### config.mk
export PLATFORM = sky130hd
export DESIGN_NAME = counter_stim_gen
export DESIGN_NICKNAME = d
export VERILOG_FILES = /design/src/rtl/counter_stim_pkg.sv /design/src/rtl/stim_lfsr.sv /design/src/rtl/counter_stim_gen.sv
export SDC_FILE = /design/constraint.sdc
export NUM_CORES = 1
export LEC_CHECK = 0
export BUFFER_PORTS_ARGS = -buffer_cell sky130_fd_sc_hd__buf_2
export CAP_MARGIN = 20
export CORE_MARGIN = 4
export CORE_UTILIZATION = 46
export CTS_BUF_LIST = sky130_fd_sc_hd__clkbuf_4
export DETAILED_ROUTE_END_ITERATION = 6
export GPL_ROUTABILITY_DRIVEN = 0
export PLACE_DENSITY = 0.75
export SYNTH_ARGS = -nofsm -noshare
export SYNTH_HDL_FRONTEND = slang
export SYNTH_HIERARCHICAL = 1
export SYNTH_SLANG_ARGS = --single-unit
export TNS_END_PERCENT = 1
### constraint.sdc
create_clock -name clk -period 1.4 [get_ports clk]
set_input_delay 0.28 -clock clk [delete_from_list [all_inputs] [get_ports clk]]
set_output_delay 0.28 -clock clk [all_outputs]
set_load 0.02 [all_outputs]
### src/rtl/counter_stim_pkg.sv
// Shared types and constants for the counter stimulus generator.
package counter_stim_pkg;

   // phase output equals the state code
   typedef enum logic [2:0] {
      StIdle = 3'd0,
      StClr  = 3'd1,
      StLoad = 3'd2,
      StUp   = 3'd3,
      StDown = 3'd4,
      StHold = 3'd5,
      StRand = 3'd6,
      StDone = 3'd7
   } state_e;

   localparam logic [2:0] PHASE_IDLE = 3'd0;
   localparam logic [2:0] PHASE_CLR  = 3'd1;
   localparam logic [2:0] PHASE_LOAD = 3'd2;
   localparam logic [2:0] PHASE_UP   = 3'd3;
   localparam logic [2:0] PHASE_DOWN = 3'd4;
   localparam logic [2:0] PHASE_HOLD = 3'd5;
   localparam logic [2:0] PHASE_RAND = 3'd6;
   localparam logic [2:0] PHASE_DONE = 3'd7;

   localparam logic [7:0] DEFAULT_SEED = 8'hA5;

endpackage

### src/rtl/stim_lfsr.sv
// 8-bit Fibonacci LFSR, taps 8,6,5,4; loads seed on synchronous reset.
module stim_lfsr (
   input  logic       clk,
   input  logic       rst_n,
   input  logic       adv,
   input  logic [7:0] seed,
   output logic [7:0] q
);

   logic [7:0] r_q;

   always_ff @(posedge clk) begin
      if (!rst_n) begin
         r_q <= seed;
      end else if (adv) begin
         r_q <= {r_q[6:0], r_q[7] ^ r_q[5] ^ r_q[4] ^ r_q[3]};
      end
   end

   assign q = r_q;

endmodule

### src/rtl/counter_stim_gen.sv
// Stimulus sequencer for an up/down counter: clear, load, count up, count down, hold, done.
// Define COUNTER_STIM_RAND_EN to add an LFSR-driven random phase after HOLD.
module counter_stim_gen
   import counter_stim_pkg::*;
#(
   parameter int unsigned N        = 3,
   parameter int unsigned LOAD_VAL = 5,
   parameter int unsigned HOLD_CYC = 4,
   parameter int unsigned RAND_CYC = 16,
   parameter logic [7:0]  SEED     = DEFAULT_SEED
) (
   input  logic         clk,
   input  logic         rst_n,
   input  logic         start,
   input  logic         max_tick,
   input  logic         min_tick,
   output logic         syn_clr,
   output logic         load,
   output logic         en,
   output logic         up,
   output logic [N-1:0] d,
   output logic         busy,
   output logic         done,
   output logic         err,
   output logic [2:0]   phase
);

   // Waiting for a tick gives up after 2^N+1 cycles in UP or DOWN
   localparam int unsigned TO_CYC  = (1 << N) + 1;
   localparam int unsigned MAX_A   = (TO_CYC > HOLD_CYC) ? TO_CYC : HOLD_CYC;
   localparam int unsigned TMR_MAX = (MAX_A > RAND_CYC) ? MAX_A : RAND_CYC;
   localparam int unsigned TMR_W   = $clog2(TMR_MAX + 1);

   if (SEED == 8'h00) begin : g_seed_chk
      $error("SEED must be non-zero");
   end

   state_e             r_state, w_state_nxt;
   logic [TMR_W-1:0]   r_tmr, w_tmr_nxt;
   logic               r_err, w_err_nxt;

`ifdef COUNTER_STIM_RAND_EN
   logic       w_adv;
   logic [7:0] w_lfsr;

   stim_lfsr u_lfsr (
      .clk   (clk),
      .rst_n (rst_n),
      .adv   (w_adv),
      .seed  (SEED),
      .q     (w_lfsr)
   );
`endif

   always_ff @(posedge clk) begin
      if (!rst_n) begin
         r_state <= StIdle;
         r_tmr   <= '0;
         r_err   <= 1'b0;
      end else begin
         r_state <= w_state_nxt;
         r_tmr   <= w_tmr_nxt;
         r_err   <= w_err_nxt;
      end
   end

   always_comb begin
      w_state_nxt = r_state;
      w_tmr_nxt   = '0;
      w_err_nxt   = r_err;
      syn_clr     = 1'b0;
      load        = 1'b0;
      en          = 1'b0;
      up          = 1'b0;
      d           = '0;
      done        = 1'b0;
`ifdef COUNTER_STIM_RAND_EN
      w_adv       = 1'b0;
`endif
      case (r_state)
         StIdle: begin
            if (start) begin
               w_state_nxt = StClr;
               w_err_nxt   = 1'b0;
            end
         end
         StClr: begin
            syn_clr     = 1'b1;
            w_state_nxt = StLoad;
         end
         StLoad: begin
            load        = 1'b1;
            d           = N'(LOAD_VAL);
            w_state_nxt = StUp;
         end
         StUp: begin
            // en drops combinationally on max_tick so the counter never wraps
            up = 1'b1;
            en = !max_tick;
            if (max_tick) begin
               w_state_nxt = StDown;
            end else if (r_tmr == TMR_W'(TO_CYC - 1)) begin
               w_state_nxt = StDone;
               w_err_nxt   = 1'b1;
            end else begin
               w_tmr_nxt = r_tmr + TMR_W'(1);
            end
         end
         StDown: begin
            en = !min_tick;
            if (min_tick) begin
               w_state_nxt = StHold;
            end else if (r_tmr == TMR_W'(TO_CYC - 1)) begin
               w_state_nxt = StDone;
               w_err_nxt   = 1'b1;
            end else begin
               w_tmr_nxt = r_tmr + TMR_W'(1);
            end
         end
         StHold: begin
            if (r_tmr == TMR_W'(HOLD_CYC - 1)) begin
`ifdef COUNTER_STIM_RAND_EN
               w_state_nxt = StRand;
`else
               w_state_nxt = StDone;
`endif
            end else begin
               w_tmr_nxt = r_tmr + TMR_W'(1);
            end
         end
`ifdef COUNTER_STIM_RAND_EN
         StRand: begin
            w_adv   = 1'b1;
            syn_clr = w_lfsr[7] & w_lfsr[6] & w_lfsr[5];
            load    = w_lfsr[4] & w_lfsr[3];
            en      = w_lfsr[2];
            up      = w_lfsr[1];
            d       = N'(w_lfsr);
            if (r_tmr == TMR_W'(RAND_CYC - 1)) begin
               w_state_nxt = StDone;
            end else begin
               w_tmr_nxt = r_tmr + TMR_W'(1);
            end
         end
`endif
         StDone: begin
            done        = 1'b1;
            w_state_nxt = StIdle;
         end
         default: begin
            w_state_nxt = StIdle;
         end
      endcase
   end

   assign busy  = (r_state != StIdle);
   assign err   = r_err;
   assign phase = r_state;

endmodule

==> results of run 1 <==
==> sequential cells by signal (all words and copies together), names as in the netlist <==
signal	cells
err	1
r_tmr	5
phase	3
==> layout make-up <==
| type | instances | area [sq um] |
|---|---|---|
| clock buffers | 4 | 30.0 |
| flip-flops and latches | 9 | 184 |
| multi-input cells | 51 | 410 |
| repair buffers | 24 | 176 |
| fillers | 85 | 327 |
| well taps | 14 | 17.5 |
| inverters | 7 | 26.3 |
==> worst paths after layout <==
kind                                             to  slack (ns)  cells past startpoint
worst max-delay path                             en       -0.21                      3
worst min-delay path               err$_SDFFE_PN0P_        0.22                      2
worst max register to register  r_tmr[2]$_SDFF_PN0_       -0.13                      5
worst min register to register  r_tmr[0]$_SDFF_PN0_        0.53                      2
==> metal layers <==
layer  vias to the layer above  routed length (um)  track usage
li1                        300                   -            -
met1                       282                 693        0.244
met2                        31                 756        0.279
met3                         7                 121       0.0407
met4                         0                  49       0.0904
met5                         -                   0            0
==> cells by family after synthesis <==
group / after synthesis / synth area share
flops: 9 / 0.298
xor+xnor: 3 / 0.0435
fa+ha+maj: 2 / 0.0414
buf+inv: 13 / 0.104
simple gates: 29 / 0.279
compound gates: 16 / 0.228
other cells: 1 / 0.00621
==> through the flow <==
stage,worst slack [ns],instances,TNS [ns]
2_1_floorplan,-0.116,73,-0.541
3_3_place_gp,-0.0219,103,-0.0592
3_5_place_dp,-0.0472,103,-0.143
4_1_cts,-0.192,109,-1.45
5_1_grt,-0.243,109,-2.37
6_report,-0.209,109,-1.49
==> power by group through the flow <==
stage | clock, mW | sequential, mW | combinational, mW
4_1_cts | 0.236 | 0.266 | 0.147
6_report | 0.234 | 0.267 | 0.157
5_1_grt | 0.248 | 0.268 | 0.170
2_1_floorplan | 0 | 0.278 | 0.0881
3_3_place_gp | 0 | 0.271 | 0.133
3_5_place_dp | 0 | 0.271 | 0.136
==> cell usage after synthesis, types with 3 or more instances <==
cell     count  share of area
nor2_2       4          0.041
dfxtp_1      9           0.30
nand2_1      3          0.019
nor3_1       3          0.025
xnor2_1      3          0.043
nand3_1      3          0.025
inv_1        7          0.043
nor2_1       8          0.050
buf_4        3          0.037
==> layout by cell type, fill, tap and decap left out, types with 2 or more instances in the layout <==
| master | instances |
|---|---|
| buf_2 | 13 |
| nor2_1 | 8 |
| buf_4 | 8 |
| inv_1 | 7 |
| dfxtp_1 | 6 |
| nor2_2 | 4 |
| clkbuf_4 | 4 |
| nand2_1 | 3 |
| nand3_1 | 3 |
| xnor2_1 | 3 |
| dfxtp_2 | 3 |
| a21oi_1 | 2 |
| a21oi_2 | 2 |
| a31oi_1 | 2 |
| nand2b_1 | 2 |
| o21ai_0 | 2 |
| ha_1 | 2 |
| buf_12 | 2 |
==> critical path, cell delays in order, from the launching register on <==
cell	delay, ns
dfxtp_2	0.32
or4b_4	0.53
nand2_4	0.09
buf_6	0.12
==> what timing repair did <==
item / in CTS / in global routing
pin swaps: 2 / 0
cloned: 0 / 0
setup endpoints to repair: 12 / 15
setup buffers: 2 / 0
hold endpoints to repair: 0 / 0
resized for setup: 8 / 4
==> metrics.log, run 1 <==
[metrics] chip width: 44.2 um
[metrics] Critical R2R Launch: phase[1]$_SDFFE_PN0P_
[metrics] Vias: 620
[metrics] count of final hold-check violations: 0
[metrics] drt initial violations: 22
[metrics] worst min-delay path category: in -> reg
[metrics] critical path arrival: 1.33 ns
[metrics] worst hold slack: 0.224 ns
[metrics] count of nets left with antenna violations after detail routing: 0
[metrics] YS warnings: 6
[metrics] largest fanout on the critical path: 2
[metrics] clock latency on the worst-skew pair: 0.27 ns
[metrics] Ant. Diodes: 0
[metrics] final net count: 103
[metrics] area growth from synthesis to layout: 39.8%
[metrics] Max Cap Viol: 0
[metrics] vias in the first global route: 560
[metrics] GRT Util Overall: 0.184
[metrics] Detail Placement HPWL: 1100 um
[metrics] number of pins with negative max-slew slack in the final report: 0
[metrics] number of standard cells after synthesis: 73
[metrics] total die area: 1960 sq um
[metrics] core area: 1170 sq um
[metrics] TritonCTS clock tree: done
[metrics] share of the clock period used by the worst path after layout: 1.15
[metrics] proportion of power drawn by the clock network: 0.356
[metrics] post-synthesis average cell area: 8.28 sq um
[metrics] number of clock buffers inserted by TritonCTS: 3
[metrics] number of buffers on the longest clock path: 2
[metrics] Placement Cell Area: 742 sq um
[metrics] aggregate routed wire length: 1620 um
[metrics] path type of the worst setup path: reg -> out
[metrics] crit path capture type: output port
[metrics] leftover overflow at the end of global routing: 0
[metrics] standby leakage power: 0.370 nW
[metrics] die span in y: 44.2 um
[metrics] Clock transition at path regs: 0.07 ns
[metrics] net count of the mapped netlist: 80
[metrics] nature of the critical path startpoint: flip-flop
[metrics] first-pass GRT wire length: 2630 um
[metrics] part of the power in registers: 0.406
[metrics] CTS Hold Bufs: 0
[metrics] final critical path time including I/O delays and setup: 1.61 ns
[metrics] timing-limited maximum frequency: 621 MHz
[metrics] maximum number of pins on one net before global-route repair: 15
[metrics] asr flop ratio synth: 0
[metrics] number of H-tree branching levels: 1
[metrics] number of clock sinks: 9
[metrics] initial core utilization: 0.516
[metrics] Layout Skew: 0.00282 ns
[metrics] summed instance area of the synthesized netlist: 604 sq um
[metrics] Comb power frac: 0.238
[metrics] worst setup margin: -0.209 ns
[metrics] DRC violations left: 0
[metrics] finished layout cell area: 845 sq um
[metrics] power density cells: 779 nW/um^2
[metrics] final cell utilization of the core: 0.721
[metrics] dominant synthesized flop cell: dfxtp_1
[metrics] part of the Yosys area used for sequential elements: 0.298
[metrics] Synth cell types: 32
[metrics] fraction of layout cells with a size suffix above 1: 0.495
[metrics] switching share of power: 0.309
[metrics] number of enable flip-flop cells after synthesis: 0
[metrics] root buffer cell: clkbuf_4
[metrics] count of port buffers added during placement: 16
[metrics] status: finished with violations
[metrics] unrepaired setup endpoints after global routing: yes
[metrics] Net Sw Power: 0.203 mW
[metrics] worst setup path startpoint: phase[1]$_SDFFE_PN0P_
[metrics] first-pass detailed-route iteration total: 4
[metrics] average detailed-routed wire length per instance: 14.9 um
[metrics] failing checks: negative setup slack
[metrics] hold path start: start
[metrics] Worst VDD drop: 587 uV
[metrics] num rows: 12
[metrics] Cell Int Power: 0.455 mW
[metrics] required time of the critical path: 1.12 ns
[metrics] Pwr Total: 0.658 mW
[metrics] via/cell ratio: 5.69
[metrics] io pins: 18
[metrics] initial antenna violation count: 0
[metrics] setup violators final: 13
[metrics] Yosys reg bits: 9
Power figures use the tool's default switching activity.
==> run 2, diff against run 1 <==
--- a/config.mk
+++ b/config.mk
@@ -7,12 +7,12 @@
 export LEC_CHECK = 0
 export BUFFER_PORTS_ARGS = -buffer_cell sky130_fd_sc_hd__buf_2
 export CAP_MARGIN = 20
-export CORE_MARGIN = 4
-export CORE_UTILIZATION = 46
+export CORE_AREA = 4 4 41 43
 export CTS_BUF_LIST = sky130_fd_sc_hd__clkbuf_4
 export DETAILED_ROUTE_END_ITERATION = 6
+export DIE_AREA = 0 0 45 47
 export GPL_ROUTABILITY_DRIVEN = 0
-export PLACE_DENSITY = 0.75
+export PLACE_DENSITY = 0.72
 export SYNTH_ARGS = -nofsm -noshare
 export SYNTH_HDL_FRONTEND = slang
 export SYNTH_HIERARCHICAL = 1
==> constraint.sdc (replaced) <==
create_clock -name clk -period 1.8 [get_ports clk]
set_input_delay 0.36 -clock clk [delete_from_list [all_inputs] [get_ports clk]]
set_output_delay 0.36 -clock clk [all_outputs]
set_load 0.02 [all_outputs]
==> run 2 against run 1 <==
The flow now finishes without violations. Design area shrank 13%. Critical endpoint unchanged. Sequential power is 23% lower. First-iteration DRC count down 86%. Combinational power down 36%. Clock-buffer cell count shrank 1. Die area rose by 8.0%. Setup slack improved by 0.26 ns. Hold slack improved by 0.076 ns. Largest power group unchanged. Non-clock buffer count fell by 5. Critical path type unchanged.
==> metrics.log, run 2 (same netlist as run 1, synthesis figures left out) <==
[metrics] status: complete, no violations (was finished with violations)
[metrics] leftover overflow at the end of global routing: 0 (unchanged)
[metrics] top register by number of flip-flops: r_tmr (unchanged)
[metrics] setup violators final: 0 (was 13)
[metrics] Placement Cell Area: 701 sq um (was 742 sq um)
[metrics] required time of the critical path: 1.44 ns (was 1.12 ns)
[metrics] largest fanout on the critical path: 4 (was 2)
[metrics] power density cells: 639 nW/um^2 (was 779 nW/um^2)
[metrics] number of flip-flops under the largest register name: 5 (unchanged)
[metrics] worst slack, placed: 0.203 ns (was -0.0472 ns)
[metrics] crit path capture type: output port (unchanged)
[metrics] Layout Skew: 0.00198 ns (was 0.00282 ns)
[metrics] count of final hold-check violations: 0 (unchanged)
[metrics] TNS Setup: 0 ns (was -1.49 ns)
[metrics] core area: 1300 sq um (was 1170 sq um)
[metrics] via/cell ratio: 5.30 (was 5.69)
[metrics] first-pass detailed-route iteration total: 4 (unchanged)
[metrics] area growth from synthesis to layout: 20.9% (was 39.8%)
[metrics] post-layout instance count excluding filler cells: 105 (was 109)
[metrics] Detail Placement HPWL: 1040 um (was 1100 um)
[metrics] chip width: 45 um (was 44.2 um)
[metrics] worst min-delay path category: in -> reg (unchanged)
[metrics] number of pins with negative max-slew slack in the final report: 0 (unchanged)
[metrics] Clock transition at path regs: 0.07 ns (about the same)
[metrics] TritonCTS clock tree: done (unchanged)
[metrics] commonest cells after routing, fill and taps aside: buf_2, dfxtp_1, nor2_1 (was buf_2, nor2_1, buf_4)
[metrics] number of clock sinks: 9 (unchanged)
[metrics] first-pass GRT wire length: 2100 um (was 2630 um)
[metrics] path type of the worst setup path: reg -> out (unchanged)
[metrics] clock latency on the worst-skew pair: 0.26 ns (was 0.27 ns)
[metrics] most common library cell in the layout ignoring fill and taps: buf_2 (unchanged)
[metrics] vias in the first global route: 489 (was 560)
[metrics] die span in y: 47 um (was 44.2 um)
[metrics] number of H-tree branching levels: 1 (unchanged)
[metrics] CTS Hold Bufs: 0 (unchanged)
[metrics] aggregate routed wire length: 1310 um (was 1620 um)
[metrics] FILL cells: 126 (was 85)
[metrics] standby leakage power: 0.329 nW (was 0.370 nW)
[metrics] num rows: 13 (was 12)
[metrics] number of clock buffers inserted by TritonCTS: 3 (unchanged)
[metrics] proportion of power drawn by the clock network: 0.344 (was 0.356)
[metrics] critical path arrival: 1.39 ns (was 1.33 ns)
[metrics] nature of the critical path startpoint: flip-flop (unchanged)
[metrics] Vias: 557 (was 620)
[metrics] root buffer cell: clkbuf_4 (unchanged)
[metrics] Net Sw Power: 0.146 mW (was 0.203 mW)
[metrics] part of the power in registers: 0.442 (was 0.406)
[metrics] share of the clock period used by the worst path after layout: 0.974
[metrics] placed cell count: 101 (was 103)
[metrics] initial core utilization: 0.464 (was 0.516)
[metrics] GRT Util Overall: 0.138 (was 0.184)
[metrics] number of buffers on the longest clock path: 2 (unchanged)
[metrics] worst setup margin: 0.0469 ns (was -0.209 ns)
[metrics] final net count: 98 (was 103)
[metrics] timing-limited maximum frequency: 570 MHz
[metrics] Worst VDD drop: 314 uV (was 587 uV)
[metrics] unrepaired setup endpoints after global routing: no (was yes)
[metrics] total die area: 2120 sq um (was 1960 sq um)
[metrics] final critical path time including I/O delays and setup: 1.75 ns
[metrics] number of buffers inserted to repair setup after CTS: 0 (was 2)
[metrics] count of nets left with antenna violations after detail routing: 0 (unchanged)
[metrics] io pins: 18 (unchanged)
[metrics] Comb power frac: 0.214 (was 0.238)
[metrics] count of port buffers added during placement: 16 (unchanged)
[metrics] fraction of layout cells with a size suffix above 1: 0.389 (was 0.495)
[metrics] DRC violations left: 0 (unchanged)
[metrics] post-CTS sizing: 0 (was 8)
[metrics] Ant. Diodes: 0 (unchanged)
[metrics] Max Cap Viol: 0 (unchanged)
[metrics] initial antenna violation count: 0 (unchanged)
[metrics] average detailed-routed wire length per instance: 12.5 um (was 14.9 um)
[metrics] maximum number of pins on one net before global-route repair: 14 (was 15)
[metrics] drt initial violations: 3 (was 22)
[metrics] finished layout cell area: 731 sq um (was 845 sq um)
[metrics] switching share of power: 0.313 (was 0.309)
[metrics] final cell utilization of the core: 0.562 (was 0.721)
[metrics] Cell Int Power: 0.321 mW (was 0.455 mW)
==> run 2: layer usage <==
layer,track usage,part of all wire,vias to the layer above
li1,-,-,283
met1,0.155,0.41,260
met2,0.234,0.51,14
met3,0.0575,0.074,0
met4,0.0526,0,0
met5,0,0,-
==> run 2: power groups by stage <==
stage	clock network [mW]	registers (mW)	logic [mW]
after global routing	0.177	0.206	0.110
after detailed placement	0	0.211	0.100
after floorplan	0	0.216	0.0671
after global placement	0	0.211	0.100
after CTS	0.166	0.206	0.101
final	0.161	0.206	0.100
==> run 2: worst paths after layout <==
kind	from	slack, ns	cells after the start	endpoint
max	phase[1]$_SDFFE_PN0P_	0.05	3	en
min	start	0.30	2	err$_SDFFE_PN0P_
max reg2reg	phase[1]$_SDFFE_PN0P_	0.37	4	r_tmr[2]$_SDFF_PN0_
min reg2reg	r_tmr[0]$_SDFF_PN0_	0.47	1	r_tmr[0]$_SDFF_PN0_
==> run 2: through the flow <==
step / hold WS, ns / total power, mW
after floorplan: 0.439 / 0.283
after global placement: 0.460 / 0.311
after detailed placement: 0.457 / 0.311
after CTS: 0.295 / 0.472
after global routing: 0.306 / 0.493
final: 0.300 / 0.467
==> run 2: area by class of cell <==
class / instances / area, sq um / share of cell area
multi-input cells: 51 / 373 / 0.510
flip-flops and latches: 9 / 180 / 0.247
repair buffers: 19 / 105 / 0.144
inverters: 7 / 26.3 / 0.0360
clock buffers: 3 / 22.5 / 0.0308
well taps: 15 / 18.8 / 0.0257
clock inverters: 1 / 5.00 / 0.00685
==> run 2: worst max-delay path, stage by stage, from the launching register on <==
cell	delay (ns)
dfxtp_1	0.34
or4b_4	0.54
nand2_2	0.10
buf_4	0.14
